--- config.mk ---
export PLATFORM = sky130hd
export DESIGN_NAME = inverse_butterfly
export DESIGN_NICKNAME = d
export VERILOG_FILES = /design/src/rtl/inverse_butterfly_pkg.sv /design/src/rtl/inverse_butterfly_cmult.sv /design/src/rtl/inverse_butterfly.sv
export SDC_FILE = /design/constraint.sdc
export NUM_CORES = 2
export LEC_CHECK = 0
export CAP_MARGIN = 20
export CORE_MARGIN = 10
export CORE_UTILIZATION = 57
export CTS_BUF_LIST = sky130_fd_sc_hd__clkbuf_4
export DETAILED_ROUTE_END_ITERATION = 10
export PLACE_DENSITY = 0.82
export SETUP_SLACK_MARGIN = 0.3
export SLEW_MARGIN = 40
export SYNTH_ARGS = -nofsm -noshare
export SYNTH_HDL_FRONTEND = slang
export SYNTH_SLANG_ARGS = --single-unit
--- constraint.sdc ---
create_clock -name clk -period 28 [get_ports clk]
set_input_delay 4.2 -clock clk [delete_from_list [all_inputs] [get_ports clk]]
set_output_delay 4.2 -clock clk [all_outputs]
set_load 0.01 [all_outputs]
--- src/rtl/inverse_butterfly_pkg.sv ---
// Shared definitions for the inverse butterfly: FSM state codes, counter sizing
// and a fixed-point helper.
package inverse_butterfly_pkg;

    // Handshake / datapath state codes, shared by the top FSM and the multiplier.
    localparam logic [1:0] StIdle = 2'd0;
    localparam logic [1:0] StMul  = 2'd1;
    localparam logic [1:0] StDone = 2'd2;

    // Ceiling log2, usable in constant expressions; clog2(1) == 0.
    function automatic int unsigned clog2(input int unsigned v);
        int unsigned r;
        r = 0;
        for (int unsigned i = 0; i < 32; i++) begin
            if ((64'd1 << i) < 64'(v)) begin
                r = i + 1;
            end
        end
        return r;
    endfunction

    // Width of a counter that must hold 0..v-1 (at least one bit).
    function automatic int unsigned cnt_width(input int unsigned v);
        return (clog2(v) > 0) ? clog2(v) : 1;
    endfunction

    // Fixed-point 1.0 with the given number of fractional bits.
    function automatic logic [63:0] fx_one(input int unsigned frac);
        return 64'd1 << frac;
    endfunction

endpackage

--- src/rtl/inverse_butterfly_cmult.sv ---
// Iterative shift-add conjugate complex multiplier: b = t * conj(w).
// One multiplier bit of w is consumed per cycle; the sign bit carries negative
// weight, so its partial product is subtracted. Each of the four real products
// is kept at full 2n-bit precision, then truncated to bits [n+d-1:d] before the
// final modulo-2^n sum/difference.
module fpcmult_conj_iter
    import inverse_butterfly_pkg::*;
#(
    parameter int unsigned n = 32,
    parameter int unsigned d = 16
) (
    input  logic         clk,
    input  logic         reset,
    // Request side: multiplicand t and twiddle w
    input  logic         req_val_i,
    output logic         req_rdy_o,
    input  logic [n-1:0] tr_i,
    input  logic [n-1:0] tc_i,
    input  logic [n-1:0] wr_i,
    input  logic [n-1:0] wc_i,
    // Response side
    output logic         resp_val_o,
    input  logic         resp_rdy_i,
    output logic [n-1:0] br_o,
    output logic [n-1:0] bc_o,
    // High during the final accumulation step; the result is valid after this edge
    output logic         last_o
);

    localparam int unsigned W2 = 2 * n;
    localparam int unsigned CW = cnt_width(n);

    logic [1:0]    state_q, state_d;
    logic [CW-1:0] cnt_q, cnt_d;
    // Sign-extended multiplicands, shifted left by one each step
    logic [W2-1:0] mr_q, mr_d, mc_q, mc_d;
    // Multiplier words, shifted right by one each step; bit 0 is the current bit
    logic [n-1:0]  wr_q, wr_d, wc_q, wc_d;
    // Product accumulators: rr = tr*wr, cc = tc*wc, cr = tc*wr, rc = tr*wc
    logic [W2-1:0] rr_q, rr_d, cc_q, cc_d, cr_q, cr_d, rc_q, rc_d;
    logic [n-1:0]  br_q, br_d, bc_q, bc_d;
    logic          last;

    assign last       = (state_q == StMul) && (cnt_q == CW'(n - 1));
    assign req_rdy_o  = (state_q == StIdle);
    assign resp_val_o = (state_q == StDone);
    assign last_o     = last;
    assign br_o       = br_q;
    assign bc_o       = bc_q;

    // Next-state: latch operands on request, accumulate one bit per cycle, hold result
    always_comb begin
        state_d = state_q;
        cnt_d   = cnt_q;
        mr_d    = mr_q;
        mc_d    = mc_q;
        wr_d    = wr_q;
        wc_d    = wc_q;
        rr_d    = rr_q;
        cc_d    = cc_q;
        cr_d    = cr_q;
        rc_d    = rc_q;
        br_d    = br_q;
        bc_d    = bc_q;
        unique case (state_q)
            StIdle: begin
                if (req_val_i) begin
                    state_d = StMul;
                    cnt_d   = '0;
                    mr_d    = {{n{tr_i[n-1]}}, tr_i};
                    mc_d    = {{n{tc_i[n-1]}}, tc_i};
                    wr_d    = wr_i;
                    wc_d    = wc_i;
                    rr_d    = '0;
                    cc_d    = '0;
                    cr_d    = '0;
                    rc_d    = '0;
                end
            end
            StMul: begin
                if (wr_q[0]) begin
                    rr_d = last ? (rr_q - mr_q) : (rr_q + mr_q);
                    cr_d = last ? (cr_q - mc_q) : (cr_q + mc_q);
                end
                if (wc_q[0]) begin
                    cc_d = last ? (cc_q - mc_q) : (cc_q + mc_q);
                    rc_d = last ? (rc_q - mr_q) : (rc_q + mr_q);
                end
                mr_d  = mr_q << 1;
                mc_d  = mc_q << 1;
                wr_d  = wr_q >> 1;
                wc_d  = wc_q >> 1;
                cnt_d = cnt_q + CW'(1);
                if (last) begin
                    state_d = StDone;
                    // Truncate each product first, then wrap the sum/difference
                    br_d    = rr_d[n+d-1:d] + cc_d[n+d-1:d];
                    bc_d    = cr_d[n+d-1:d] - rc_d[n+d-1:d];
                end
            end
            StDone: begin
                if (resp_rdy_i) begin
                    state_d = StIdle;
                end
            end
            default: begin
                state_d = StIdle;
            end
        endcase
    end

    // State and datapath registers, cleared asynchronously
    always_ff @(posedge clk or posedge reset) begin
        if (reset) begin
            state_q <= StIdle;
            cnt_q   <= '0;
            mr_q    <= '0;
            mc_q    <= '0;
            wr_q    <= '0;
            wc_q    <= '0;
            rr_q    <= '0;
            cc_q    <= '0;
            cr_q    <= '0;
            rc_q    <= '0;
            br_q    <= '0;
            bc_q    <= '0;
        end else begin
            state_q <= state_d;
            cnt_q   <= cnt_d;
            mr_q    <= mr_d;
            mc_q    <= mc_d;
            wr_q    <= wr_d;
            wc_q    <= wc_d;
            rr_q    <= rr_d;
            cc_q    <= cc_d;
            cr_q    <= cr_d;
            rc_q    <= rc_d;
            br_q    <= br_d;
            bc_q    <= bc_d;
        end
    end

endmodule

--- src/rtl/inverse_butterfly.sv ---
// Radix-2 inverse butterfly: a = (c + d) / 2, b = ((c - d) / 2) * conj(w).
// Sum/difference are formed in n+1 bits and floored back to n bits at
// acceptance; a is registered immediately, b comes from the iterative
// multiplier. Results are presented together while in DONE.
module inverse_butterfly
    import inverse_butterfly_pkg::*;
#(
    parameter int unsigned n = 32,
    parameter int unsigned d = 16
) (
    input  logic         clk,
    input  logic         reset,
    input  logic         recv_val,
    output logic         recv_rdy,
    input  logic [n-1:0] cr,
    input  logic [n-1:0] cc,
    input  logic [n-1:0] dr,
    input  logic [n-1:0] dc,
    input  logic [n-1:0] wr,
    input  logic [n-1:0] wc,
    output logic         send_val,
    input  logic         send_rdy,
    output logic [n-1:0] ar,
    output logic [n-1:0] ac,
    output logic [n-1:0] br,
    output logic [n-1:0] bc
);

    logic [1:0]   state_q, state_d;
    logic [n-1:0] ar_q, ar_d, ac_q, ac_d;
    logic [n:0]   sr_w, sc_w, tr_w, tc_w;
    logic         mul_req_val, mul_req_rdy;
    logic         mul_resp_val, mul_resp_rdy;
    logic         mul_last;

    // Handshake outputs depend on state only
    assign recv_rdy = (state_q == StIdle);
    assign send_val = (state_q == StDone);
    assign ar       = ar_q;
    assign ac       = ac_q;

    // Sum/difference in n+1 bits so the halving can never overflow
    always_comb begin
        sr_w = {cr[n-1], cr} + {dr[n-1], dr};
        sc_w = {cc[n-1], cc} + {dc[n-1], dc};
        tr_w = {cr[n-1], cr} - {dr[n-1], dr};
        tc_w = {cc[n-1], cc} - {dc[n-1], dc};
    end

    assign mul_req_val  = recv_val && recv_rdy;
    assign mul_resp_rdy = send_rdy && (state_q == StDone);

    fpcmult_conj_iter #(
        .n (n),
        .d (d)
    ) u_cmult (
        .clk        (clk),
        .reset      (reset),
        .req_val_i  (mul_req_val),
        .req_rdy_o  (mul_req_rdy),
        .tr_i       (tr_w[n:1]),
        .tc_i       (tc_w[n:1]),
        .wr_i       (wr),
        .wc_i       (wc),
        .resp_val_o (mul_resp_val),
        .resp_rdy_i (mul_resp_rdy),
        .br_o       (br),
        .bc_o       (bc),
        .last_o     (mul_last)
    );

    // FSM next-state and a-register load; floor halving is the arithmetic shift [n:1]
    always_comb begin
        state_d = state_q;
        ar_d    = ar_q;
        ac_d    = ac_q;
        unique case (state_q)
            StIdle: begin
                if (mul_req_val && mul_req_rdy) begin
                    state_d = StMul;
                    ar_d    = sr_w[n:1];
                    ac_d    = sc_w[n:1];
                end
            end
            StMul: begin
                if (mul_last) begin
                    state_d = StDone;
                end
            end
            StDone: begin
                if (mul_resp_val && send_rdy) begin
                    state_d = StIdle;
                end
            end
            default: begin
                state_d = StIdle;
            end
        endcase
    end

    // FSM state and a outputs, cleared asynchronously
    always_ff @(posedge clk or posedge reset) begin
        if (reset) begin
            state_q <= StIdle;
            ar_q    <= '0;
            ac_q    <= '0;
        end else begin
            state_q <= state_d;
            ar_q    <= ar_d;
            ac_q    <= ac_d;
        end
    end

endmodule

==> impl_metrics.toml <==
[synthesis]
ys_warn_count = 0
ys_ff_latch = 489
synth_cell_types = 129
synth-edff-count = 0
ys_seq_area_frac = 0.279
synth.avg_cell_area_um2 = 8.21
netlist_instances = 5345
ys_async_sr_fraction = 1.00
synthFlopType = "dfrtp_1"
synthesis.nets = 5785
synth_area_um2 = 43900

[setup_path]
critPathKind = "flop to flop"
reg2reg_to = "u_cmult.br_o[31]"
slowest_stage = "and3b_4"
crit_top_cell = "maj3_1"
worstSetupStartpointType = "flop"
arrival_ps = 11790
r2r_cells = 40
cp_max_fo = 72
r2r_setup_slack_ps = 17150
max_stage_delay_ps = 770
critPathBufInv = 1
worstReg2RegStart = "u_cmult.cnt_q[0]"
required_ps = 28930
path_delay_family = "compound AO/OA/AOI/OAI gates"
cp-end-kind = "flop"

[timing]
maxSlewViolCount = 0
setup_viol = 0
min_period_ps = 10850
fin_skew_ps = 79.2
setup_tns_ps = 0
timing.final.crit_share = 0.388
rsz0062_at_grt = "no"
timing.fmax_mhz = 92.1
slew_headroom = 0.402
tightestPinTransition_ps = 874
hold_viol = 0

[place]
dp_hpwl_mm = 99.8
io_buffers = 325
placed_cells = 6428
finalWeightedCongestion = 0.953

[finish]
layout.nets = 5985
final_common_cell = "nand2_1"
drive_gt1_frac = 0.0841
fin_cells = 6682
final_cell_mix = "nand2_1, dfrtp_1, o21ai_0"
syn2layout_area_growth_pct = 13.1

[routing]
drtPass1Iterations = 6
drtIter0Drc = 3762
wl_per_cell_um = 20.0
wl_mm = 133
via_count = 41264
drc_errors = 0
postRouteAntennaNets = 0
drt-vias-per-instance = 6.18

[status]
status = "finished clean"

[cts]
cts.path.max_buffers = 3
ctsHoldBuffers = 0
clk_latency_ps = 1060
cts_tree = "done"
clkSlewWorstSetupHoldPaths_ps = 70
htreeDepth = 4
numCtsBuffers = 143
ctsResizeCount = 0
cts_root_buf = "clkbuf_4"
postCtsSetupBuffers = 0
clock-sinks = 489

[floorplan]
die_h_um = 297
die-area_um2 = 88500
ios = 326
start_util = 0.577
rows = 101
fp.coreArea_um2 = 76100
die_x_um = 297

[job]
drv_cap = 0

[pwr]
p_per_area_nw_per_um2 = 141
internal_power_w = 0.00337
leakagePower_nw = 21.6
ir_drop_uv = 66.2
switching_share = 0.519
combPwrFrac = 0.704
p_clk_frac = 0.101
p_seq_frac = 0.195
switching_power_w = 0.00364

[global_routing]
track_usage = 0.290
grt_max_degree = 114
grt_pass1_vias = 39131
grt_pass1_wl_mm = 211
antenna_found_initial = 7
grt.overflow.total = 0

[hold_path]
holdCritStartpoint = "u_cmult.wc_q[10]"
hold_depth = 2
worstHoldEndpoint = "u_cmult.wc_q[10]"
hold_class = "flop to flop"
## flip-flops by register name, summed over array words and instances, names as in the netlist
signal / flops
ac: 32
ar: 32
state_q: 2
u_cmult.bc_o: 32
u_cmult.br_o: 32
u_cmult.cc_q: 48
u_cmult.cnt_q: 5
u_cmult.cr_q: 48
u_cmult.mc_q: 48
u_cmult.mr_q: 48
u_cmult.rc_q: 48
u_cmult.rr_q: 48
u_cmult.state_q: 2
u_cmult.wc_q: 32
u_cmult.wr_q: 32
## cells in the mapped netlist, drive strengths merged (81+ instances only)
library cell,n,area (um2)
nand2,645,2420
dfrtp,489,12200
o21ai,479,2400
xnor2,394,3560
a21oi,340,1730
nor2,330,1260
inv,262,983
clkbuf,244,918
ha,238,2980
xor2,156,1420
a22oi,131,983
nand3,118,601
maj3,108,1080
nor3,91,507
buf,89,437
a31oi,81,537
## metal layers
metal  vias to the layer above  track usage  share of wire
met5                         -            0        0.00033
met3                       251       0.0783           0.10
met1                     19566        0.398           0.43
met4                         6       0.0925          0.026
li1                      19614            -              -
met2                      1827        0.436           0.43
## kinds of logic after synthesis
logic type      count (synthesis)  synth area share
compound gates               1651             0.250
xor+xnor                      584             0.131
fa+ha+maj                     352            0.0953
buf+inv                       597            0.0535
flops                         489             0.279
mux                            43            0.0105
simple gates                 1629             0.181
## through the flow
| stage | power, W | utilization | worst slack [ps] | instance area, um2 | hold slack [ps] |
|---|---|---|---|---|---|
| after global placement | 0.00603 | 0.626 | 17610 | 47600 | 459 |
| after floorplan | 0.00491 | - | 10150 | 43900 | 446 |
| after CTS | 0.00692 | 0.651 | 17400 | 49500 | 462 |
| after global routing | 0.00758 | 0.652 | 16430 | 49600 | 496 |
| final | 0.00702 | 0.652 | 17150 | 49600 | 478 |
| after detailed placement | 0.00617 | 0.627 | 17400 | 47700 | 462 |
## power groups by stage
stage / combinational, W / clock (W) / sequential, W
6_report: 0.00494 / 0.000711 / 0.00137
5_1_grt: 0.00541 / 0.000765 / 0.00140
4_1_cts: 0.00484 / 0.000725 / 0.00135
3_5_place_dp: 0.00481 / 0 / 0.00135
3_3_place_gp: 0.00469 / 0 / 0.00134
2_1_floorplan: 0.00370 / 0 / 0.00121
## worst reg2reg max path: cells and delay by family, from the launching register on
family | cells | cell delay, ps
simple gates | 9 | 2170
xor+xnor | 4 | 870
compound gates | 18 | 3920
fa+ha+maj | 7 | 2400
flops | 1 | 390
mux | 1 | 270
buf+inv | 1 | 760
## cell type report
| cell class | count | area [um2] |
|---|---|---|
| clock buffers | 194 | 1460 |
| inverters | 264 | 1000 |
| fillers | 6322 | 26400 |
| repair buffers | 388 | 3840 |
| multi-input cells | 4259 | 29400 |
| clock inverters | 52 | 357 |
| flip-flops and latches | 489 | 12200 |
| diodes | 6 | 15.0 |
| well taps | 1030 | 1290 |
## worst max path at each step
stage / startpoint / cells past startpoint / endpoint / slack [ps]
finish: u_cmult.cnt_q[0] / 40 / u_cmult.br_o[31] / 17150
global route: u_cmult.cnt_q[0] / 40 / u_cmult.br_o[31] / 16430
CTS: u_cmult.cnt_q[0] / 40 / u_cmult.br_o[31] / 17400
detailed placement: u_cmult.cnt_q[0] / 39 / u_cmult.br_o[31] / 17400
global placement: u_cmult.cnt_q[0] / 39 / u_cmult.br_o[31] / 17610
floorplan: reset / 1 / ac[0] / 10150
Power figures use the tool's default switching activity.
